--- src/rtl/serial_add_pkg.sv ---
// Shared encodings for the bit-serial add scheduler: FSM states and requester IDs.
package serial_add_pkg;

  typedef logic [1:0] state_t;

  localparam state_t ST_IDLE  = 2'd0;
  localparam state_t ST_SHIFT = 2'd1;
  localparam state_t ST_DONE  = 2'd2;

  localparam logic REQ0 = 1'b0;
  localparam logic REQ1 = 1'b1;

endpackage

--- src/rtl/full_adder_1b.sv ---
// One-bit combinational full adder; the only arithmetic in the serial datapath.
module full_adder_1b (
  input  logic a,
  input  logic b,
  input  logic cin,
  output logic s,
  output logic cout
);

  assign s    = a ^ b ^ cin;
  assign cout = (a & b) | (a & cin) | (b & cin);

endmodule

--- src/rtl/serial_add_scheduler.sv ---
// Round-robin shares one bit-serial full adder between two requesters; results
// leave LSB-first assembled on a valid/ready port tagged with the owner's ID.
module serial_add_scheduler
  import serial_add_pkg::*;
#(
  parameter int unsigned WIDTH = 32
) (
  input  logic             clk,
  input  logic             rst_n,
  input  logic             req0_valid,
  output logic             req0_ready,
  input  logic [WIDTH-1:0] req0_a,
  input  logic [WIDTH-1:0] req0_b,
  input  logic             req0_cin,
  input  logic             req1_valid,
  output logic             req1_ready,
  input  logic [WIDTH-1:0] req1_a,
  input  logic [WIDTH-1:0] req1_b,
  input  logic             req1_cin,
  output logic             res_valid,
  input  logic             res_ready,
  output logic [WIDTH-1:0] res_sum,
  output logic             res_cout,
  output logic             res_id,
  output logic             busy
);

  localparam int unsigned CNT_W = $clog2(WIDTH) + 1;

  state_t             state_q, state_d;
  logic [WIDTH-1:0]   a_q, a_d;
  logic [WIDTH-1:0]   b_q, b_d;
  logic [WIDTH-1:0]   sum_q, sum_d;
  logic               carry_q, carry_d;
  logic               id_q, id_d;
  logic               ptr_q, ptr_d;
  logic [CNT_W-1:0]   cnt_q, cnt_d;

  logic in_idle_c;
  logic grant0_c;
  logic grant1_c;
  logic accept_c;
  logic last_bit_c;
  logic fa_s;
  logic fa_cout;

  full_adder_1b u_fa (
    .a    (a_q[0]),
    .b    (b_q[0]),
    .cin  (carry_q),
    .s    (fa_s),
    .cout (fa_cout)
  );

  // Pointer breaks ties only; a lone valid requester always wins.
  assign in_idle_c  = (state_q == ST_IDLE);
  assign grant0_c   = in_idle_c && req0_valid && (!req1_valid || (ptr_q == REQ0));
  assign grant1_c   = in_idle_c && req1_valid && (!req0_valid || (ptr_q == REQ1));
  assign accept_c   = grant0_c || grant1_c;
  assign last_bit_c = (cnt_q == CNT_W'(WIDTH - 1));

  always_ff @(posedge clk or negedge rst_n) begin
    if (!rst_n) begin
      state_q <= ST_IDLE;
      a_q     <= '0;
      b_q     <= '0;
      sum_q   <= '0;
      carry_q <= 1'b0;
      id_q    <= REQ0;
      ptr_q   <= REQ0;
      cnt_q   <= '0;
    end else begin
      state_q <= state_d;
      a_q     <= a_d;
      b_q     <= b_d;
      sum_q   <= sum_d;
      carry_q <= carry_d;
      id_q    <= id_d;
      ptr_q   <= ptr_d;
      cnt_q   <= cnt_d;
    end
  end

  always_comb begin : next_state
    state_d = state_q;
    case (state_q)
      ST_IDLE:  if (accept_c)   state_d = ST_SHIFT;
      ST_SHIFT: if (last_bit_c) state_d = ST_DONE;
      ST_DONE:  if (res_ready)  state_d = ST_IDLE;
      default:  state_d = ST_IDLE;
    endcase
  end

  // Operand capture on accept, then one sum bit per cycle entering at the MSB.
  always_comb begin : datapath
    a_d     = a_q;
    b_d     = b_q;
    sum_d   = sum_q;
    carry_d = carry_q;
    id_d    = id_q;
    ptr_d   = ptr_q;
    cnt_d   = cnt_q;
    case (state_q)
      ST_IDLE: begin
        if (accept_c) begin
          a_d     = grant0_c ? req0_a   : req1_a;
          b_d     = grant0_c ? req0_b   : req1_b;
          carry_d = grant0_c ? req0_cin : req1_cin;
          id_d    = grant0_c ? REQ0     : REQ1;
          ptr_d   = grant0_c ? REQ1     : REQ0;
          cnt_d   = '0;
        end
      end
      ST_SHIFT: begin
        sum_d   = {fa_s, sum_q[WIDTH-1:1]};
        a_d     = {1'b0, a_q[WIDTH-1:1]};
        b_d     = {1'b0, b_q[WIDTH-1:1]};
        carry_d = fa_cout;
        cnt_d   = cnt_q + CNT_W'(1);
      end
      default: ;
    endcase
  end

  always_comb begin : outputs
    req0_ready = grant0_c;
    req1_ready = grant1_c;
    res_valid  = (state_q == ST_DONE);
    busy       = !in_idle_c;
    res_sum    = sum_q;
    res_cout   = carry_q;
    res_id     = id_q;
  end

endmodule

--- config.mk ---
export PLATFORM = sky130hd
export DESIGN_NAME = serial_add_scheduler
export DESIGN_NICKNAME = d
export VERILOG_FILES = /design/src/rtl/serial_add_pkg.sv /design/src/rtl/full_adder_1b.sv /design/src/rtl/serial_add_scheduler.sv
export SDC_FILE = /design/constraint.sdc
export NUM_CORES = 1
export LEC_CHECK = 0
export ABC_AREA = 1
export CORE_ASPECT_RATIO = 1.5
export CORE_MARGIN = 5
export CORE_UTILIZATION = 52
export CTS_CLUSTER_SIZE = 16
export DETAILED_ROUTE_END_ITERATION = 12
export MAX_ROUTING_LAYER = met4
export PLACE_DENSITY_LB_ADDON = 0.2
export SLEW_MARGIN = 20
export SYNTH_ARGS = -nofsm -noshare
export SYNTH_HDL_FRONTEND = slang
export SYNTH_SLANG_ARGS = --single-unit
--- constraint.sdc ---
create_clock -name clk -period 2.13 [get_ports clk]
set_input_delay 0.5325 -clock clk [delete_from_list [all_inputs] [get_ports clk]]
set_output_delay 0.5325 -clock clk [all_outputs]
set_load 0.005 [all_outputs]
=== After elaboration in Yosys (flattened, before gate mapping) ===
Cells that the tools add are included.

* Logic and storage cells: 55
* Input port bits: 135
* Register bits after elaboration: 107
* Bits in read-only memories: 0
* Bits in writable memories: 0
* Memories: 0
* Bits in latches: 0

* Multiply operators: 0
* $add $sub $neg: 1
* Divide/modulo/power cells: 0
* $lt $le $gt $ge: 0
* Muxes and demuxes: 17
* Reduce and logical (&&, ||, !) cells: 15
* Shift operators: 0
* Eq/ne operators: 6
* Bitwise logic cells: 8

{| class="wikitable"
|+ Operators with widths
! cell !! number
|-
| $mux 32 || 4
|-
| $pmux 32 s2 || 2
|-
| $pmux 6 s2 || 1
|-
| $add 6x1->6 const B || 1
|-
| $eq 6x5->1 const B || 1
|-
| $mux 2 || 3
|-
| $mux 6 || 1
|-
| $pmux 2 s3 || 1
|-
| $logic_and 1x1->1 || 4
|-
| $mux 1 || 4
|-
| $ne 2x1->1 const B || 2
|-
| $reduce_and 2->1 || 2
|-
| $and 1x1->1 || 3
|-
| $logic_not 1->1 || 3
|-
| $logic_or 1x1->1 || 3
|-
| $reduce_and 3->1 || 1
|-
| $eq 2x1->1 const B || 1
|-
| $eq 2x2->1 const B || 1
|-
| $logic_not 2->1 || 1
|-
| $ne 2x2->1 const B || 1
|-
| $or 1x1->1 || 2
|-
| $pmux 1 s2 || 1
|-
| $reduce_bool 2->1 || 1
|-
| $xor 1x1->1 || 2
|-
| $not 1->1 || 1
|}

=== Depth between registers and ports, before layout ===
Gate-level depths: netlist of the first run.

* Depth in word-level cells: 6
* Mapped depth: 9

=== By module ===
A second synthesis of the first run with hierarchy kept.

* Cell total of the unflattened synthesis: 780
* Area total of the unflattened synthesis: 5,786.8 µm²

{| class="wikitable"
|+ Modules (own cells, without submodules)
! module !! sequential area each (µm²) !! instances !! area an instance (µm²) !! cells each
|-
| serial_add_scheduler || 2,677.6 || 1 || 5,766.8 || 779
|-
| full_adder_1b || 0.0 || 1 || 20.0 || 1
|}

=== Worst setup path before layout of the first run ===
OpenSTA, ideal clock, no wires.

* Path type: input-to-output
* Start point: input port req1_valid
* End point: output port req0_ready
* Data arrival time: 1.019 ns
* Stages: 4
* Path slack: 0.579 ns
* Cell sequence: nand2_1 > nand3_2 > inv_2 > buf_2

* Cells in the longest elaborated chain, start to end: 3

{| class="wikitable"
|+ RTL lines
! what !! RTL line !! source
|-
| from (decl) || serial_add_scheduler.sv:15 || <nowiki>input logic req1_valid,</nowiki>
|-
| $logic_not 1->1 || serial_add_scheduler.sv:57 || <nowiki>assign grant0_c = in_idle_c && req0_valid && (!req1_valid || (ptr_q == REQ0));</nowiki>
|-
| $logic_or 1x1->1 || serial_add_scheduler.sv:57 ||
|-
| $logic_and 1x1->1 || serial_add_scheduler.sv:57 ||
|-
| to (decl) || serial_add_scheduler.sv:11 || <nowiki>output logic req0_ready,</nowiki>
|}

No other way between the ends.

=== Worst setup path in the final report of the first run ===
* Start point: register state_q[1]
* End point: output port req1_ready

* Cells in the longest elaborated chain, start to end: 3

{| class="wikitable"
|+ RTL lines
! what !! RTL line !! source
|-
| from (decl) || serial_add_scheduler.sv:30 || <nowiki>state_t state_q, state_d;</nowiki>
|-
| from (signal assigned) || serial_add_scheduler.sv:73 || <nowiki>state_q <= state_d;</nowiki>
|-
| $logic_not 2->1 || serial_add_scheduler.sv:56 || <nowiki>assign in_idle_c = (state_q == ST_IDLE);</nowiki>
|-
| $logic_and 1x1->1 (2 in a row) || serial_add_scheduler.sv:58 || <nowiki>assign grant1_c = in_idle_c && req1_valid && (!req0_valid || (ptr_q == REQ1));</nowiki>
|-
| to (decl) || serial_add_scheduler.sv:16 || <nowiki>output logic req1_ready,</nowiki>
|}

No other way between the ends.

==> results of run 1 <==
==> repair_timing <==
action | in CTS | in global routing
pin swaps | 1 | 0
gates resized for setup | 6 | 3
cloned | 0 | 0
setup endpoints to repair | 2 | 2
setup buffers | 2 | 1
endpoints found under the hold margin | 0 | 0
==> sequential cells by signal, summed over array words and instances (netlist names) <==
name	cells
state_q	2
res_sum	32
b_q	32
cnt_q	6
res_id	1
ptr_q	1
a_q	32
res_cout	1
==> synth_stat cells <==
cell / n / area share (%)
nor2_1: 7 / 0.43
ha_1: 1 / 0.20
inv_1: 214 / 13
nor3_2: 1 / 0.16
nand2_1: 377 / 23
o21ai_0: 37 / 3.0
nand3_1: 129 / 11
buf_2: 26 / 2.1
inv_2: 3 / 0.18
dfrtp_1: 107 / 44
a21oi_1: 3 / 0.25
clkbuf_1: 15 / 0.92
buf_6: 2 / 0.37
nand3_2: 1 / 0.16
o21ai_1: 1 / 0.082
o21ai_2: 1 / 0.14
fa_1: 1 / 0.33
buf_4: 4 / 0.49
nor2_4: 1 / 0.18
nand4_1: 2 / 0.20
==> final timing paths <==
check | endpoint | from | cells past startpoint
worst max-delay path | req1_ready | state_q[1]$_DFFE_PN0P_ | 7
max in group asynchronous | state_q[0]$_DFFE_PN0P_ | rst_n | 2
worst max register to register | a_q[31]$_DFFE_PN0P_ | state_q[0]$_DFFE_PN0P_ | 7
worst min-delay path | res_sum[12]$_DFFE_PN0N_ | rst_n | 1
worst min register to register | res_sum[0]$_DFFE_PN0N_ | res_sum[0]$_DFFE_PN0N_ | 2
min in group clk | res_sum[0]$_DFFE_PN0N_ | res_sum[0]$_DFFE_PN0N_ | 2
==> cells by family after synthesis <==
family / after synthesis / synth area share (%)
DFF: 107 / 43.8
AOI/OAI and AO/OA: 42 / 3.50
adders and majority gates: 2 / 0.533
and+or+nand+nor: 518 / 34.9
buffers and inverters: 264 / 17.2
==> placed cells by master, fill, tap and decap left out <==
| cell | n |
|---|---|
| fa_1 | 1 |
| o21ai_1 | 2 |
| dlygate4sd2_1 | 3 |
| buf_4 | 12 |
| nand3_2 | 1 |
| buf_12 | 8 |
| nor3_2 | 1 |
| dfrtp_1 | 106 |
| nor2_4 | 1 |
| clkinvlp_4 | 1 |
| inv_2 | 3 |
| nand2_4 | 1 |
| nand2_1 | 375 |
| nand4_1 | 2 |
| o21ai_0 | 36 |
| inv_6 | 2 |
| nor2_1 | 7 |
| dlymetal6s2s_1 | 2 |
| ha_1 | 1 |
| a21oi_1 | 3 |
| clkdlybuf4s50_1 | 166 |
| o21ai_4 | 1 |
| clkbuf_16 | 9 |
| inv_1 | 213 |
| nand3_1 | 129 |
| nand2_2 | 1 |
| dfrtp_2 | 1 |
| clkinv_2 | 3 |
| clkinv_4 | 2 |
==> final cells by class <==
class / count / area share (%)
clock buffers: 9 / 2.71
repair buffers: 191 / 23.6
flip-flops and latches: 107 / 32.2
multi-input cells: 562 / 28.8
well taps: 150 / 2.26
clock inverters: 7 / 0.632
inverters: 217 / 9.81
==> per-layer routing <==
| metal | global-route usage [%] | share of wire [%] |
|---|---|---|
| met1 | 24.6 | 41 |
| met2 | 36.3 | 53 |
| met3 | 4.01 | 5.4 |
| met4 | 4.89 | 0.81 |
| met5 | - | 0 |
==> power breakdown <==
| group | switching (mW) | internal [mW] |
|---|---|---|
| clock network | 0.758 | 0.802 |
| registers | 0.517 | 2.96 |
| logic | 2.92 | 2.13 |
| total | 4.20 | 5.89 |
==> results by group, run 1 <==
Routing
  – Routed WL: 14.2 mm
  – Routed WL per cell: 11.5 um
  – Vias/cell: 4.67
  – DRC: 0
  – DRT Pass-1 Iters: 4
  – 1st-iter DRT viols: 243
  – Total vias in the final route: 5,799
  – Antenna-violating nets left: 0

Clocking
  – CTS buffer count: 9
  – Hold_buf cts: 0
  – CTS tree: yes
  – Root Driver: clkbuf_16
  – Clk buf depth: 2
  – Depth of the CTS H-tree: 3
  – Sink Count: 107
  – Clock latency on the worst-skew pair: 340 ps
  – Clock transition at path regs: 70 ps

GRT
  – First-pass GRT wire length: 23.6 mm
  – GRT Util Overall: 20.7%
  – Vias in the first global route: 5,347
  – Initial antenna violation count: 0
  – Grt total ovfl: 0
  – Pin count of the biggest net entering global routing: 101

Setup path
  – CP max FO: 3
  – Data arrival, critical path: 1510 ps
  – CP top delay family: buffers and inverters
  – Required time of the worst setup path: 1600 ps
  – CP Buf/Inv Count: 4
  – Crit. End Element: primary output
  – CP max-delay cell: dfrtp_1
  – Crit-path max cell delay: 410 ps
  – Reg2reg setup slack: 460 ps
  – Critical-path cell list: nor2_4 > buf_4 > inv_2 > nor2_1 > o21ai_1 > inv_1 > dlygate4sd2_1
  – Setup CP Type: flip-flop to primary output
  – CP Launch Type: flip-flop

Floorplan
  – Row cnt: 48
  – DIE WIDTH: 98.5 um
  – Die Area: 14,100 um^2
  – I/O pin count: 173
  – Initial Util: 53.0%
  – Die Y: 143 um
  – Core ar.: 11,500 um^2

Cells and area
  – Final core occ: 72.1%
  – Antenna cells: 0
  – Finished Cell Area: 8320 um^2
  – Post-layout nets: 1,225
  – Share of cells above drive strength 1: 4.30%
  – P&R area growth vs syn: 36.2%
  – Storage cell area: 2680 um^2
  – Footprint of the multi-input gates: 2390 um^2
  – Non-filler instance count after layout: 1,243
  – Fill cell count: 970

STA
  – TNS Setup: 0 ps
  – Fin crit period: 2040 ps
  – Slew @ Worst Pin: 619 ps
  – Final period util: 95.8%
  – Hold slack: 18.1 ps
  – Worst Clk Skew: 5.72 ps
  – Worst Slack Setup Final: 89.9 ps
  – Final Max Slew Viols: 0
  – Max frequency: 490 MHz
  – Final-report setup violation count: 0
  – Relative slew slack: 58.8%
  – Final hold viol count: 0

Logic synthesis
  – Cell count after synthesis: 933
  – Yosys reg bits: 107
  – Syn_area_per_cell: 6.55 um^2
  – Post-synthesis sequential area ratio: 43.8%
  – Netlist cell types: 20
  – Yosys warnings: 0
  – Syn_nets: 1,070
  – Post-Syn Area: 6110 um^2

Power and ir drop
  – VDD IR max: 756 uV
  – Pwr/cell area: 1210 nW/um^2
  – Overall Power: 10.1 mW
  – Leakage: 4.68 nW

Placement
  – Dpl ws: -228 ps
  – Final Wtd Congestion: 0.796
  – Post-placement cell area: 8010 um^2
  – Dpl cells: 1,224
  – Hpwl dp: 10.1 mm
  – IO Port Bufs: 172

Worst hold path
  – Worst Hold Class: primary input to asynchronous set/reset pin

Flow run
  – Max-cap viol count: 0

Status
  – Outcome: finished clean
(Power assumes the default switching activity.)
==> run 2: changes to the inputs <==
--- a/config.mk
+++ b/config.mk
@@ -12,7 +12,7 @@
 export CTS_CLUSTER_SIZE = 16
 export DETAILED_ROUTE_END_ITERATION = 12
 export MAX_ROUTING_LAYER = met4
-export PLACE_DENSITY_LB_ADDON = 0.2
+export PLACE_DENSITY_LB_ADDON = 0.05
 export SLEW_MARGIN = 20
 export SYNTH_ARGS = -nofsm -noshare
 export SYNTH_HDL_FRONTEND = slang
==> results by group, run 2 (synthesis results as in run 1) <==
Status
  – Outcome: finished clean

Power and ir drop
  – VDD IR max: 658 uV (-13%)
  – Internal power: 5.93 mW (+0.60%)
  – Switching portion of total power: 41.5% (-0.071 points)
  – Comb power frac: 49.7% (-0.4 points)
  – Clk network pwr share: 16.1% (+0.6 points)
  – Sw power: 4.21 mW (+0.31%)
  – Pwr/cell area: 1210 nW/um^2 (about the same)
  – Reg power frac: 34.2% (-0.3 points)
  – Leakage: 4.69 nW (+0.13%)

Setup path
  – Crit. End Element: primary output
  – Critical-path cell list: nor2_4 > buf_4 > inv_1 > clkdlybuf4s50_1
  – Reg2reg setup slack: 430 ps (-30 ps)
  – Data arrival, critical path: 1500 ps (about the same)
  – Setup CP Type: flip-flop to primary output
  – Crit-path max cell delay: 500 ps (+90 ps)
  – CP max-delay cell: clkdlybuf4s50_1
  – CP Launch Type: flip-flop
  – Required time of the worst setup path: 1600 ps (about the same)
  – CP max FO: 2 (-1)

Routing
  – Routed WL per cell: 11.0 um (-3.6%)
  – Total vias in the final route: 5,774 (-0.43%)
  – 1st-iter DRT viols: 187 (-23%)
  – Vias/cell: 4.63 (-0.83%)
  – DRC: 0 (unchanged)
  – Antenna-violating nets left: 0 (unchanged)
  – DRT Pass-1 Iters: 4 (unchanged)
  – Routed WL: 13.8 mm (-3.3%)

Placement
  – Hpwl dp: 9.85 mm (-2.4%)
  – Post-placement cell area: 8020 um^2 (+0.11%)
  – IO Port Bufs: 172 (unchanged)
  – Final Wtd Congestion: 0.795 (about the same)
  – Dpl ws: -229 ps (-1.19 ps)

GRT
  – First-pass GRT wire length: 23.5 mm (-0.23%)
  – Grt total ovfl: 0 (unchanged)
  – Vias in the first global route: 5,425 (+1.5%)
  – Initial antenna violation count: 0 (unchanged)
  – GRT Util Overall: 20.7% (-0.025 points)
  – Pin count of the biggest net entering global routing: 65 (-36%)

STA
  – Worst Slack Setup Final: 98.5 ps (+8.55 ps)
  – Final period util: 95.4% (-0.40 points)
  – Slew @ Worst Pin: 638 ps (+19.3 ps)
  – Fin crit period: 2030 ps (-8.55 ps)
  – Final Max Slew Viols: 0 (unchanged)
  – Max frequency: 492 MHz (+0.42%)
  – Worst Clk Skew: 8.20 ps (+2.49 ps)
  – Relative slew slack: 57.5% (-1.3 points)
  – Final-report setup violation count: 0 (unchanged)
  – RSZ-0062 raised after global routing: no
  – Final hold viol count: 0 (unchanged)

Floorplan
  – Row cnt: 48 (unchanged)
  – I/O pin count: 173 (unchanged)
  – DIE WIDTH: 98.5 um (unchanged)
  – Die Area: 14,100 um^2 (unchanged)
  – Die Y: 143 um (unchanged)
  – Initial Util: 53.0% (unchanged)
  – Core ar.: 11,500 um^2 (unchanged)

Clocking
  – CTS buffer count: 9 (unchanged)
  – Clk buf depth: 2 (unchanged)
  – Root Driver: clkbuf_16
  – Clock transition at path regs: 70 ps (about the same)
  – CTS tree: yes
  – Sink Count: 107 (unchanged)
  – Clock latency on the worst-skew pair: 350 ps (about the same)
  – Depth of the CTS H-tree: 3 (unchanged)

Cells and area
  – Fill cell count: 1,005 (+3.6%)
  – Antenna cells: 0 (unchanged)
  – Commonest non-fill, non-tap cell in the layout: nand2_1
  – Share of cells above drive strength 1: 4.64% (+0.34 points)
  – Finished Cell Area: 8360 um^2 (+0.47%)
  – Post-layout nets: 1,230 (+0.41%)
  – P&R area growth vs syn: 36.8%
  – Footprint of the multi-input gates: 2400 um^2 (+0.16%)
  – Storage cell area: 2680 um^2 (unchanged)
  – Most frequent cells in the layout: 376 x nand2_1, 214 x inv_1, 166 x clkdlybuf4s50_1

Worst hold path
  – Worst Hold Class: flip-flop to flip-flop

Flow run
  – Max-cap viol count: 0 (unchanged)
[run 2: worst paths after layout]
kind | cells past startpoint | endpoint | from
worst max register to register | 8 | b_q[17]$_DFFE_PN0P_ | state_q[1]$_DFFE_PN0P_
min in group asynchronous | 2 | res_sum[22]$_DFFE_PN0N_ | rst_n
max in group asynchronous | 3 | state_q[0]$_DFFE_PN0P_ | rst_n
worst min-delay path | 2 | res_sum[0]$_DFFE_PN0N_ | res_sum[0]$_DFFE_PN0N_
worst max-delay path | 4 | busy | state_q[1]$_DFFE_PN0P_
worst min register to register | 2 | res_sum[0]$_DFFE_PN0N_ | res_sum[0]$_DFFE_PN0N_
[run 2: routing by layer]
layer  GRT usage [%]  share of wire [%]  up-vias
met5               -                  0        -
met4            5.18                1.0        0
met3            3.81                5.3       10
met2            37.2                 52      120
met1            23.7                 42     2588
li1                -                  -     3056
[run 2: stage by stage]
| stage | hold slack [ps] | TNS [ps] | utilization, % | std cells | power [mW] |
|---|---|---|---|---|---|
| after global routing | 513 | 0 | 72.5 | 1248 | 11.2 |
| after CTS | 485 | 0 | 72.5 | 1248 | 10.3 |
| after floorplan | 237 | 0 | - | 933 | 6.85 |
| after detailed placement | 366 | -2980 | 69.6 | 1227 | 8.54 |
| final | 483 | 0 | 72.5 | 1248 | 10.1 |
| after global placement | 366 | -2040 | 69.6 | 1227 | 8.44 |
[run 2: cell type report]
| cell class | instances | share of cell area [%] |
|---|---|---|
| sequential | 107 | 32.1 |
| multi-input combinational | 562 | 28.7 |
| timing repair buffer | 196 | 23.7 |
| inverter | 217 | 9.75 |
| clock buffer | 9 | 2.70 |
| tap | 150 | 2.25 |
| clock inverter | 7 | 0.823 |
[run 2: power by group through the flow]
stage	Clock (mW)	Sequential [mW]	Combinational, mW
4_1_cts	1.67	3.47	5.12
2_1_floorplan	0	3.42	3.43
3_5_place_dp	0	3.52	5.02
5_1_grt	1.75	3.58	5.85
3_3_place_gp	0	3.49	4.95
6_report	1.63	3.47	5.04
[run 2: critical path: cells and delay by family, from the launching register on]
family	cells	cell delay [ps]
AND/OR/NAND/NOR	1	50
flip-flops	1	390
buffers and inverters	3	710
[run 2: repair_timing]
action,CTS,global route
hold endpoints to repair,6,0
buffers inserted,4,0
pin swaps,2,0
resized for setup,8,1
hold buffers,1,0
endpoints found under the setup margin,2,1
==> run 3: changes to the inputs <==
--- a/config.mk
+++ b/config.mk
@@ -8,7 +8,8 @@
 export ABC_AREA = 1
 export CORE_ASPECT_RATIO = 1.5
 export CORE_MARGIN = 5
-export CORE_UTILIZATION = 52
+export CORE_UTILIZATION = 48
+export CTS_CLUSTER_DIAMETER = 50
 export CTS_CLUSTER_SIZE = 16
 export DETAILED_ROUTE_END_ITERATION = 12
 export MAX_ROUTING_LAYER = met4
@@ -16,4 +17,5 @@
 export SLEW_MARGIN = 20
 export SYNTH_ARGS = -nofsm -noshare
 export SYNTH_HDL_FRONTEND = slang
+export SYNTH_HIERARCHICAL = 1
 export SYNTH_SLANG_ARGS = --single-unit
==> constraint.sdc (replaced) <==
create_clock -name clk -period 2.23 [get_ports clk]
set_input_delay 0.5575 -clock clk [delete_from_list [all_inputs] [get_ports clk]]
set_output_delay 0.5575 -clock clk [all_outputs]
set_load 0.005 [all_outputs]
==> results by group, run 3 <==
Logic synthesis
  – Xor and xnor area share after synthesis: 0.303% (+0.30 points)
  – Post-synth top area share: 46.3% (+2.4 points)
  – Cell count after synthesis: 780 (-16%)
  – Post-Synth Simple-Gate Area: 39.2% (+4.3 points)
  – Post-Syn Area: 5790 um^2 (-5.3%)
  – Main area contributors after synthesis: dfrtp_1 46%, nand2_1 16%, nand3_1 11%, nand4_1 7.0%, inv_1 5.3%
  – Post-synthesis adder-cell area fraction: 0.562% (+0.030 points)
  – Ys async rst share: 100% (unchanged)
  – Post-synth top area cell: dfrtp_1
  – Count leader, synth: nand2_1
  – Multiplexer share of the synthesized area: 0% (unchanged)
  – Yosys reg bits: 107 (unchanged)
  – Main combinational cell family by area after synthesis: simple AND/OR/NAND/NOR gates
  – Syn_area_per_cell: 7.42 um^2 (+13%)
  – Netlist cell types: 26 (+30%)
  – Yosys warnings: 6 (+6)
  – Post-synthesis sequential area ratio: 46.3% (+2.4 points)
  – Synth top cells by count: 241 x nand2_1, 132 x nand3_1, 107 x dfrtp_1
  – Compound-gate portion of the synthesized area: 3.72% (+0.22 points)
  – Synth Flop Type: dfrtp_1
  – Syn_nets: 917 (-14%)
  – EDFF count, synth: 0 (unchanged)

Placement
  – IO Port Bufs: 172 (unchanged)
  – Hpwl dp: 11.5 mm (+16%)
  – Final Wtd Congestion: 0.845 (+6.2%)

STA
  – Final period util: 96.1%
  – Final Max Slew Viols: 0 (unchanged)
  – Worst Clk Skew: 9.34 ps (+1.14 ps)
  – Fin crit period: 2140 ps
  – Final-report setup violation count: 0 (unchanged)
  – Relative slew slack: 54.9% (-2.6 points)
  – Final hold viol count: 0 (unchanged)
  – RSZ-0062 raised after global routing: no
  – Max frequency: 467 MHz
  – Slew @ Worst Pin: 677 ps (+39.0 ps)

Cells and area
  – Most frequent cells in the layout: 241 x nand2_1, 167 x clkdlybuf4s50_1, 132 x nand3_1
  – Antenna cells: 0 (unchanged)
  – Post-layout nets: 1,072 (-13%)
  – Final core occ: 67.8% (-4.7 points)
  – Commonest non-fill, non-tap cell in the layout: nand2_1
  – P&R area growth vs syn: 39.3%
  – Share of cells above drive strength 1: 9.89% (+5.2 points)

Status
  – Outcome: finished clean

Routing
  – DRC: 0 (unchanged)
  – Vias/cell: 5.25 (+13%)
  – DRT Pass-1 Iters: 4 (unchanged)
  – Routed WL per cell: 14.5 um (+31%)
  – Antenna-violating nets left: 0 (unchanged)
  – Total vias in the final route: 5,733 (-0.71%)
  – Routed WL: 15.8 mm (+15%)
  – 1st-iter DRT viols: 206 (+10%)

GRT
  – Vias in the first global route: 5,790 (+6.7%)
  – Grt total ovfl: 0 (unchanged)
  – First-pass GRT wire length: 26.3 mm (+12%)
  – GRT Util Overall: 22.9% (+2.3 points)
  – Initial antenna violation count: 0 (unchanged)
  – Pin count of the biggest net entering global routing: 66 (+1.5%)

Setup path
  – Setup CP Type: flip-flop to primary output
  – Reg2reg start: state_q[0]$_DFFE_PN0P_
  – Data arrival, critical path: 1590 ps (+90 ps)
  – CP Launch Type: flip-flop
  – FF-to-FF End: a_q[12]$_DFFE_PN0P_
  – Reg2reg setup slack: 420 ps (about the same)
  – CP max FO: 4 (+2)
  – Crit. End Element: primary output
  – Required time of the worst setup path: 1670 ps (+70 ps)
  – R2R cell count: 9 (+1)

Worst hold path
  – Worst Hold Class: primary input to asynchronous set/reset pin

Floorplan
  – Row cnt: 49 (+2.1%)
  – I/O pin count: 173 (unchanged)
  – Initial Util: 48.7% (-4.3 points)
  – Core ar.: 11,900 um^2 (+3.1%)
  – Die Area: 14,400 um^2 (+2.4%)
  – DIE WIDTH: 99.7 um (+1.2%)
  – Die Y: 144 um (+1.2%)

Flow run
  – Max-cap viol count: 0 (unchanged)

Clocking
  – Clk buf depth: 2 (unchanged)
  – CTS tree: yes
  – Clock latency on the worst-skew pair: 350 ps (about the same)
  – Root Driver: clkbuf_16
  – CTS buffer count: 9 (unchanged)
  – Sink Count: 107 (unchanged)
  – Depth of the CTS H-tree: 3 (unchanged)
  – Clock transition at path regs: 70 ps (about the same)

Power and ir drop
  – VDD IR max: 528 uV (-20%)
  – Leakage: 3.88 nW (-17%)
  – Overall Power: 8.70 mW (-14%)
  – Pwr/cell area: 1080 nW/um^2 (-11%)
==> run 3: cell count changes after synthesis, sizes merged, moves of 2 or more <==
cell	previous run	this run
a21oi	3	1
buf	32	27
clkbuf	15	31
inv	217	84
nand2	377	243
nand3	130	133
nand4	2	65
o22ai	0	2
or2	0	36
xor2	0	2
==> run 3: metrics by stage <==
| stage | instances | hold slack, ps | TNS (ps) | setup WS, ps | area [um^2] |
|---|---|---|---|---|---|
| floorplan | 780 | 262 | 0 | 517 | 5790 |
| global placement | 1073 | 455 | -5680 | -179 | 7710 |
| detailed placement | 1073 | 459 | -8420 | -200 | 7710 |
| CTS | 1091 | 165 | 0 | 2.99 | 8050 |
| global route | 1093 | 177 | 0 | 31.4 | 8060 |
| finish | 1093 | 154 | 0 | 86.8 | 8060 |
==> run 3: area by class of cell <==
type	count	area, um^2
fill	1045	3830
sequential	107	2680
multi-input combinational	531	2550
timing repair buffer	202	2010
inverter	84	315
clock buffer	10	239
tap	153	191
clock inverter	6	72.6
==> run 3: how the worst max path moves through the flow <==
stage / startpoint / cells after the start / to / slack, ps
2_1_floorplan: req1_valid / 4 / req0_ready / 520
3_3_place_gp: req1_valid / 5 / req0_ready / -180
3_5_place_dp: req1_valid / 9 / a_q[6]$_DFFE_PN0P_ / -200
4_1_cts: state_q[1]$_DFFE_PN0P_ / 4 / req0_ready / 3
5_1_grt: state_q[1]$_DFFE_PN0P_ / 3 / res_valid / 30
6_report: state_q[0]$_DFFE_PN0P_ / 4 / busy / 90
==> run 3: cell families (layout without fill, tap and decap cells) <==
family,count (synthesis),in the layout
buf+inv,142,302
simple gates,485,485
xor+xnor,2,2
flops,107,107
compound gates,42,42
fa+ha+maj,2,2
==> run 3: layer usage <==
metal,vias to the layer above,track usage [%],part of all wire [%]
li1,2838,-,-
met1,2725,27.0,41
met2,152,39.9,52
met3,18,4.10,5.4
met4,0,7.12,1.5
met5,-,-,0
==> run 3: what timing repair did <==
action,4_1_cts,5_1_grt
endpoints found under the setup margin,2,2
resized for setup,4,1
hold buffers,0,0
pin swaps,1,2
buffers inserted,2,2
==> run 3: power breakdown <==
part           switching [mW]  internal [mW]  leakage (nW)  total [mW]
Sequential              0.525           2.86          1.31        3.38
Clock                   0.716          0.913         0.150        1.63
Combinational            1.85           1.84          2.42        3.69
==> run 3: critical path: stages (launching register included) <==
cell and delay [ps]:
dfrtp_1 430, nor2_4 180, buf_4 150, inv_1 40, clkdlybuf4s50_1 440
